### src/rtl/vram_arbiter_pkg.sv
// Shared definitions for the VRAM arbiter: slot owner encodings.
package vram_arbiter_pkg;

  // Owner of a VRAM slot; also used to tag in-flight read returns.
  typedef enum logic [1:0] {
    SLOT_NONE = 2'd0,
    SLOT_VID  = 2'd1,
    SLOT_HOST = 2'd2,
    SLOT_BLIT = 2'd3
  } slot_e;

endpackage

### src/rtl/vram_arbiter.sv
// Fixed-priority VRAM slot arbiter: video > host > blitter.
// The blitter inherits every unclaimed slot and is told one cycle ahead.
module vram_arbiter #(
  parameter int ADDR_W = 16,
  parameter int DATA_W = 16
) (
  input  logic              clk,
  input  logic              reset_i,
  input  logic              video_ena_i,
  input  logic              vid_req_i,
  input  logic [ADDR_W-1:0] vid_addr_i,
  output logic              vid_valid_o,
  output logic [DATA_W-1:0] vid_data_o,
  input  logic              host_req_i,
  input  logic              host_wr_i,
  input  logic [ADDR_W-1:0] host_addr_i,
  input  logic [DATA_W-1:0] host_data_i,
  output logic              host_busy_o,
  output logic              host_ack_o,
  output logic [DATA_W-1:0] host_data_o,
  output logic              blit_cycle_o,
  input  logic              blit_sel_i,
  input  logic              blit_wr_i,
  input  logic [ADDR_W-1:0] blit_addr_i,
  input  logic [DATA_W-1:0] blit_data_i,
  output logic [DATA_W-1:0] blit_data_o,
  output logic              vram_sel_o,
  output logic              vram_wr_o,
  output logic [ADDR_W-1:0] vram_addr_o,
  output logic [DATA_W-1:0] vram_data_o,
  input  logic [DATA_W-1:0] vram_data_i
);
  import vram_arbiter_pkg::*;

  slot_e             slot_q, slot_d;
  slot_e             rd_owner_q, rd_owner_d;
  logic              host_pend_q, host_pend_d;
  logic              host_busy_q, host_busy_d;
  logic              host_ack_q, host_ack_d;
  logic [DATA_W-1:0] host_rdata_q, host_rdata_d;
  logic [ADDR_W-1:0] vid_addr_q, vid_addr_d;
  logic              host_wr_q, host_wr_d;
  logic [ADDR_W-1:0] host_addr_q, host_addr_d;
  logic [DATA_W-1:0] host_wdata_q, host_wdata_d;
  logic              vid_claim;
  logic              host_accept;

  // Next-slot decision, host capture and read-return bookkeeping.
  always_comb begin
    // NOTE: every signal gets a default first so no path through the block infers a latch.
    slot_d       = SLOT_BLIT;
    vid_addr_d   = vid_addr_q;
    host_pend_d  = host_pend_q;
    host_busy_d  = host_busy_q;
    host_wr_d    = host_wr_q;
    host_addr_d  = host_addr_q;
    host_wdata_d = host_wdata_q;
    vid_claim    = vid_req_i & video_ena_i;
    host_accept  = host_req_i & ~host_busy_q;

    if (vid_claim) begin
      slot_d     = SLOT_VID;
      vid_addr_d = vid_addr_i;
    end else if (host_pend_q) begin
      slot_d      = SLOT_HOST;
      host_pend_d = 1'b0;
    end

    // Busy covers pending, so an accept never collides with a HOST grant or an ack.
    if (host_accept) begin
      host_pend_d  = 1'b1;
      host_busy_d  = 1'b1;
      host_wr_d    = host_wr_i;
      host_addr_d  = host_addr_i;
      host_wdata_d = host_data_i;
    end
    if (host_ack_q) begin
      host_busy_d = 1'b0;
    end

    host_ack_d   = (slot_q == SLOT_HOST);
    rd_owner_d   = (vram_sel_o && !vram_wr_o) ? slot_q : SLOT_NONE;
    host_rdata_d = (rd_owner_q == SLOT_HOST) ? vram_data_i : host_rdata_q;
  end

  // VRAM port follows the owner of the current slot.
  always_comb begin
    vram_sel_o  = 1'b0;
    vram_wr_o   = 1'b0;
    vram_addr_o = '0;
    vram_data_o = '0;
    unique case (slot_q)
      SLOT_NONE: ;
      SLOT_VID: begin
        vram_sel_o  = 1'b1;
        vram_addr_o = vid_addr_q;
      end
      SLOT_HOST: begin
        vram_sel_o  = 1'b1;
        vram_wr_o   = host_wr_q;
        vram_addr_o = host_addr_q;
        vram_data_o = host_wdata_q;
      end
      SLOT_BLIT: begin
        if (blit_sel_i) begin
          vram_sel_o  = 1'b1;
          vram_wr_o   = blit_wr_i;
          vram_addr_o = blit_addr_i;
          vram_data_o = blit_data_i;
        end
      end
    endcase
  end

  // The announcement is the decision that loads slot_q at the coming edge.
  assign blit_cycle_o = ~reset_i & (slot_d == SLOT_BLIT);

  // Read data is steered to whoever issued the read one cycle earlier.
  assign vid_valid_o = (rd_owner_q == SLOT_VID);
  assign vid_data_o  = vid_valid_o ? vram_data_i : '0;
  assign blit_data_o = (rd_owner_q == SLOT_BLIT) ? vram_data_i : '0;
  assign host_data_o = (rd_owner_q == SLOT_HOST) ? vram_data_i : host_rdata_q;
  assign host_ack_o  = host_ack_q;
  assign host_busy_o = host_busy_q;

  // Control state; reset drops any pending host access and in-flight return.
  always_ff @(posedge clk) begin
    // NOTE: sequential state uses non-blocking assignments so every flop sees pre-edge values.
    if (reset_i) begin
      slot_q       <= SLOT_NONE;
      rd_owner_q   <= SLOT_NONE;
      host_pend_q  <= 1'b0;
      host_busy_q  <= 1'b0;
      host_ack_q   <= 1'b0;
      host_rdata_q <= '0;
    end else begin
      slot_q       <= slot_d;
      rd_owner_q   <= rd_owner_d;
      host_pend_q  <= host_pend_d;
      host_busy_q  <= host_busy_d;
      host_ack_q   <= host_ack_d;
      host_rdata_q <= host_rdata_d;
    end
  end

  // Address/data hold registers; only observed while their owner holds the slot.
  always_ff @(posedge clk) begin
    // NOTE: datapath holds are left unreset; the slot gating keeps their contents invisible.
    vid_addr_q   <= vid_addr_d;
    host_wr_q    <= host_wr_d;
    host_addr_q  <= host_addr_d;
    host_wdata_q <= host_wdata_d;
  end

endmodule

### config.mk
export PLATFORM = sky130hd
export DESIGN_NAME = vram_arbiter
export DESIGN_NICKNAME = d
export VERILOG_FILES = /design/src/rtl/vram_arbiter_pkg.sv /design/src/rtl/vram_arbiter.sv
export SDC_FILE = /design/constraint.sdc
export NUM_CORES = 1
export LEC_CHECK = 0
export CAP_MARGIN = 20
export CORE_ASPECT_RATIO = 0.6
export CORE_MARGIN = 2
export CORE_UTILIZATION = 38
export CTS_CLUSTER_DIAMETER = 150
export DETAILED_ROUTE_END_ITERATION = 7
export PLACE_DENSITY = 0.81
export SLEW_MARGIN = 20
export SYNTH_ARGS = -nofsm -noshare
export SYNTH_HDL_FRONTEND = slang
export SYNTH_SLANG_ARGS = --single-unit
export TNS_END_PERCENT = 30
### constraint.sdc
create_clock -name clk -period 3.6 [get_ports clk]
set_input_delay 1.08 -clock clk [delete_from_list [all_inputs] [get_ports clk]]
set_output_delay 1.08 -clock clk [all_outputs]
set_load 0.01 [all_outputs]
==> After elaboration in Yosys (flattened, before gate mapping) <==
Cells that the tools add are included.
{ "word_totals": {"input_bits": 104, "output_inout_bits": 86, "word_cells": 44, "register_bits": 72} }
{ "op_classes": {"mux": 15, "reduce_logical": 5, "bitwise_logic": 6, "n_eq_ne": 8} }
{ "ops": {"columns": ["op", "n"], "rows": [
  ["16-bit two-way mux", 5],
  ["16-bit case mux with 3 select lines", 1],
  ["16-bit case mux with 2 select lines", 1],
  ["2-bit equality test, second input constant", 5],
  ["2-bit OR reduction", 3],
  ["1-bit two-way mux", 5],
  ["2-bit by 1-bit equality test with 1-bit output, second input constant", 2],
  ["1-bit case mux with 2 select lines", 2],
  ["1-bit bitwise AND", 3],
  ["1-bit NOT", 3],
  ["2-bit two-way mux", 1],
  ["2-bit by 1-bit != test with 1-bit output, second input constant", 1],
  ["1-bit logical AND", 1],
  ["1-bit logical NOT", 1]
]} }

==> Longest topological paths before layout <==
Gate-level depths: netlist of the first run.
{ "logic_depth": {"word_depth": 6, "mapped_depth": 6} }

==> Worst setup path after synthesis of the first run <==
Ideal clock, no wire load.
{ "synth_path": {"path_kind": "input to register", "startpoint": "input port host_req_i", "endpoint": "register host_addr_q[0], enable pin", "arrival_time_ps": 2601, "required_time_ps": 3172, "setup_slack_ps": 570, "path_stages": 1, "n_path_buf": 0, "setup_time_ps": 428, "path_cell_list": "nor2b_1"} }
{ "synth_via": {"elab_chain_len": 1} }
{ "synth_lines": {"columns": ["element", "line_no", "rtl"], "rows": [
  ["start, declared", "vram_arbiter.sv:14", "input logic host_req_i,"],
  ["1-bit bitwise AND", "vram_arbiter.sv:59", "host_accept = host_req_i & ~host_busy_q;"],
  ["end signal, assigned", "vram_arbiter.sv:151", "host_addr_q <= host_addr_d;"],
  ["end, declared", "vram_arbiter.sv:43", "logic [ADDR_W-1:0] host_addr_q, host_addr_d;"]
]} }
No other way between the ends.
A chain may end at the register's enable or synchronous reset.

==> Worst setup path in the final report of the first run <==
{ "layout_path": {"startpoint": "input port blit_sel_i", "endpoint": "output port vram_addr_o[14]"} }
{ "layout_via": {"elab_chain_len": 2} }
{ "layout_lines": {"columns": ["element", "line_no", "rtl"], "rows": [
  ["start, declared", "vram_arbiter.sv:22", "input logic blit_sel_i,"],
  ["16-bit two-way mux", "vram_arbiter.sv:105", "if (blit_sel_i) begin"],
  ["16-bit case mux with 3 select lines", "vram_arbiter.sv:92", "unique case (slot_q)"],
  ["end, declared", "vram_arbiter.sv:29", "output logic [ADDR_W-1:0] vram_addr_o,"]
]} }
No other way between the ends.

==> impl_metrics.ini, run 1 <==
[yosys]
async_flop_share = 0
syn-num-nets = 362
synth_warnings = 0
avgSynthCellArea_um2 = 12.8
ys_seq_area_frac = 0.600
synth_flop_cell = edfxtp_1
synth.cell_area_mm2 = 0.00322
ys_ff_latch = 72
synthCells = 251
synth.distinct_cells = 27
synth-edff-count = 49

[floorplan]
fp.dieW_um = 123
io_pins = 190
die_y_um = 75.3
rows = 25
start_util = 0.400
coreArea_mm2 = 0.00804
dieArea_mm2 = 0.00924

[cells_and_area]
nNetsFinal = 554
antenna_cells = 0
fin_cells = 556
drive_gt1_frac = 0.156
final_common_cell = clkdlybuf4s50_1
fin_area_mm2 = 0.00550
multi_input_area_mm2 = 0.00119
final_cell_mix = 156 x clkdlybuf4s50_1, 49 x edfxtp_1, 37 x nor2_1
fillers = 614
area_growth_pct = 70.9
seq_area_mm2 = 0.00193

[global_routing]
antenna_found_initial = 0
track_usage = 0.220
grt_first_pass_wirelength_um = 14800
grt_overflow = 0
grt_pass1_vias = 2788
grt_max_degree = 32

[timing]
fmax_ghz = 0.281
fin_crit_ns = 3.56
setup-violations-final = 0
finalHoldViolCount = 0
finalClockSkew_ns = 0.00472
finalMaxSlewViolations = 0
fin_crit_sh = 0.988
worstMarginPinSlew_ns = 0.636
relSlewSlack = 0.576
rsz0062_at_grt = false
worst_hold_slack_ns = 0.425
tns_ns = 0

[worst_setup_path]
cp.arrival_ns = 2.48
critPathLaunchType = input port
end_kind = output pin
r2r_cells = 7
crit_type = in -> out
crit_required_ns = 2.52
critPathMaxFanout = 3

[clock_network]
clkTransAtPathRegs_ns = 0.06
cts_tree = yes
root_buffer = clkbuf_16
insertion_delay_ns = 0.32
numCtsBuffers = 9
cts_setup_buffers = 0
htree_levels = 3
clockBufferDepth = 2
cts_sinks = 72

[power_and_ir_drop]
pwr_density_cell_mw_per_mm2 = 389
p_leak_nw = 2.22
total_power_w = 0.00214
vdd_drop_max_uv = 283

[placement]
io_buffers = 189
hpwl_um = 7350
placed_area_mm2 = 0.00526
place_congestion = 0.752
placed_cells = 539

[route]
routed_wl_um = 10100
dr.pass1.iters = 5
drt_iter0_drc = 205
drc = 0
drtAntennaViolNets = 0
vias_per_cell = 5.04
vias = 2800
wl_per_cell_um = 18.2

[min_path]
hp-class = reg -> reg
hold_depth = 1

[status]
run_status = finished clean

[job]
maxCapViolations = 0
## critical path, stage by stage
cell and delay, ns:
clkdlybuf4s50_1 0.49, buf_4 0.13, nand3_1 0.07, a21oi_1 0.13, clkdlybuf4s50_1 0.57
## cells by family (layout without fill, tap and decap cells)
logic type,after synthesis,after routing,synth area share
AOI/OAI and AO/OA,37,37,0.0953
adders and majority gates,7,7,0.0272
buffers and inverters,23,220,0.0354
DFF,72,72,0.600
muxes,16,16,0.0676
and+or+nand+nor,96,96,0.174
## layer usage
metal,part of all wire,global-route usage
met2,0.49,0.379
met4,0.0050,0.0728
met5,0,0
met1,0.41,0.262
met3,0.089,0.0780
## stage by stage
step | worst slack (ns) | util
final | 0.0441 | 0.684
after global placement | -0.183 | 0.654
after detailed placement | -0.276 | 0.654
after CTS | -0.0930 | 0.682
after global routing | 0.0163 | 0.684
after floorplan | 0.570 | -
## final timing paths
check                           startpoint               to  slack [ns]
worst max-delay path            blit_sel_i  vram_addr_o[14]        0.04
worst max register to register   slot_q[0]    rd_owner_q[1]        1.93
worst min-delay path            host_ack_o      host_busy_o        0.43
worst min register to register  host_ack_o      host_busy_o        0.43
## final cells by class
class | count | share of cell area
well taps | 108 | 0.0246
flip-flops and latches | 72 | 0.351
multi-input cells | 156 | 0.216
repair buffers | 201 | 0.354
inverters | 3 | 0.00205
clock inverters | 5 | 0.00546
clock buffers | 11 | 0.0462
## Yosys cell counts (5+ instances only)
cell	n	share of area
edfxtp_1	49	0.46
a22oi_1	17	0.040
ha_1	7	0.027
and2_1	17	0.033
mux2_4	10	0.047
nor2_1	37	0.043
and3_2	6	0.014
mux2_2	6	0.021
a222oi_1	15	0.047
dfxtp_1	23	0.14
nor2b_1	9	0.017
clkbuf_1	13	0.015
nor2b_4	5	0.021
and2b_1	5	0.012
and3_1	10	0.019
## flip-flops by register name, indices dropped and copies added (netlist names)
signal        cells
host_addr_q      16
host_rdata_q     16
host_wdata_q     16
vid_addr_q       16
rd_owner_q        2
slot_q            2
host_ack_o        1
host_busy_o       1
host_pend_q       1
host_wr_q         1
## timing repair
action	CTS	global route
gates resized for setup	61	11
gates cloned	0	1
pin swaps	3	5
endpoints found under the setup margin	31	14
hold buffers	0	0
## power by group
part	internal (W)	leakage, nW	switching [W]
logic	0.000211	1.43	0.000148
clock network	0.000504	0.138	0.000322
registers	0.000935	0.653	0.0000195
total	0.00165	2.22	0.000490
Power figures use the tool's default switching activity.
==> inputs of run 2 (changes only) <==
Settings changed: CORE_MARGIN 2 to 1.5.
Clock period 3.6 ns to 3.3 ns, I/O delays scaled along.
==> impl_metrics.ini, run 2 (synthesis results as in run 1) <==
[worst_setup_path]
r2r_slack_ns = 1.56
cp.arrival_ns = 2.27
crit_required_ns = 2.31
end_kind = output pin
r2r_start = slot_q[0]
r2r_cells = 7
endpoint = vram_addr_o[7]
cp-startpoint = blit_sel_i
critPathLaunchType = input port
r2r_end = rd_owner_q[1]
critPathMaxFanout = 12
crit_type = in -> out

[power_and_ir_drop]
swShare = 0.222
p_leak_nw = 2.29
p_comb_frac = 0.165
vdd_drop_max_uv = 339
power_frac_clock = 0.399
pwr_density_cell_mw_per_mm2 = 429
switchingPower_w = 0.000530
power.share.sequential = 0.436
internal-power_w = 0.00186

[cells_and_area]
nNetsFinal = 555
final_common_cell = clkdlybuf4s50_1
antenna_cells = 0
fillers = 566
multi_input_area_mm2 = 0.00120
drive_gt1_frac = 0.149
area_growth_pct = 72.8
final_cell_mix = 155 x clkdlybuf4s50_1, 49 x edfxtp_1, 37 x nor2_1
seq_area_mm2 = 0.00193

[timing]
fin_crit_ns = 3.26
finalMaxSlewViolations = 0
finalClockSkew_ns = 0.00849
fmax_ghz = 0.306
worstMarginPinSlew_ns = 0.726
setup-violations-final = 0
fin_crit_sh = 0.989
finalHoldViolCount = 0
worst_hold_slack_ns = 0.436
rsz0062_at_grt = true
tns_ns = 0
relSlewSlack = 0.516

[route]
routed_wl_um = 9630
vias = 2793
wl_per_cell_um = 17.3
dr.pass1.iters = 7
drc = 0
drt_iter0_drc = 205
vias_per_cell = 5.01
drtAntennaViolNets = 0

[global_routing]
grt.met2_usage = 0.376
grt_first_pass_wirelength_um = 14800
antenna_found_initial = 0
grt_overflow = 0
track_usage = 0.220
busiest_layer = met2
grt_max_degree = 35
grtUsageMet3 = 0.0736
gr-usage-met1 = 0.265
grt_pass1_vias = 2815

[placement]
io_buffers = 189
place_congestion = 0.785
hpwl_um = 6990

[clock_network]
ctsHoldBuffers = 0
cts_sinks = 72
clkTransAtPathRegs_ns = 0.06
clockBufferDepth = 2
cts_tree = yes
htree_levels = 3
numCtsBuffers = 9
insertion_delay_ns = 0.33
root_buffer = clkbuf_16

[min_path]
hp-class = reg -> reg

[floorplan]
dieArea_mm2 = 0.00905
fp.dieW_um = 122
die_y_um = 74.3
coreArea_mm2 = 0.00804
rows = 25
io_pins = 190
start_util = 0.400

[job]
maxCapViolations = 0

[status]
run_status = finished clean
run 2: cell types whose count changed in the layout (fill, tap and decap cells not counted), sizes merged, moves of 2 or more:
| cell | before | now |
|---|---|---|
| dlygate4sd2 | 16 | 23 |
| clkbuf | 15 | 11 |
| clkdlybuf4s15 | 3 | 0 |
| dlymetal6s2s | 2 | 4 |
run 2: worst min-delay path by stage:
stage                           start           to  slack [ns]  cells after the start
after floorplan           host_pend_q    slot_q[0]        0.43                      1
after global routing       host_ack_o  host_busy_o        0.46                      1
after global placement     host_ack_o  host_busy_o        0.42                      1
final                      host_ack_o  host_busy_o        0.44                      1
after CTS                  host_ack_o  host_busy_o        0.44                      1
after detailed placement   host_ack_o  host_busy_o        0.43                      1
run 2: metrics by stage:
step | std cells | worst slack, ns | power [W] | area [µm²] | util
after detailed placement | 540 | -0.367 | 0.00146 | 5270 | 0.655
after CTS | 557 | 0.0328 | 0.00242 | 5540 | 0.689
after floorplan | 251 | 0.360 | 0.00120 | 3220 | -
after global routing | 557 | -0.0228 | 0.00248 | 5560 | 0.692
final | 557 | 0.0366 | 0.00239 | 5560 | 0.692
after global placement | 540 | -0.339 | 0.00145 | 5270 | 0.655
run 2: critical path, stage by stage:
cell	delay [ns]
dlygate4sd2_1	0.25
and2_4	0.16
bufbuf_16	0.28
a222oi_1	0.37
nor2_1	0.06
buf_2	0.16
run 2: power groups by stage:
stage	clock network (W)	registers, W	logic [W]
after floorplan	0	0.00105	0.000149
after global placement	0	0.00106	0.000398
after detailed placement	0	0.00106	0.000406
after CTS	0.000982	0.00104	0.000395
after global routing	0.00101	0.00105	0.000422
final	0.000953	0.00104	0.000393
run 2: layer usage:
layer | wire [µm] | share of wire | vias up
met2 | 4570 | 0.47 | 149
met3 | 959 | 0.10 | 10
met4 | 112 | 0.012 | 0
li1 | - | - | 1318
met1 | 3990 | 0.41 | 1316
met5 | 0 | 0 | -
run 2: cell type report:
type	instances	share of cell area
Clock buffer	11	0.0437
Clock inverter	5	0.0101
Inverter	3	0.00203
Multi-Input combinational cell	156	0.215
Sequential cell	72	0.347
Tap cell	108	0.0243
Timing Repair Buffer	202	0.357
run 2: repair_timing:
action,4_1_cts,5_1_grt
buffers inserted,0,0
cloned,1,0
pin swaps,8,5
endpoints found under the setup margin,34,13
gates resized for setup,54,5
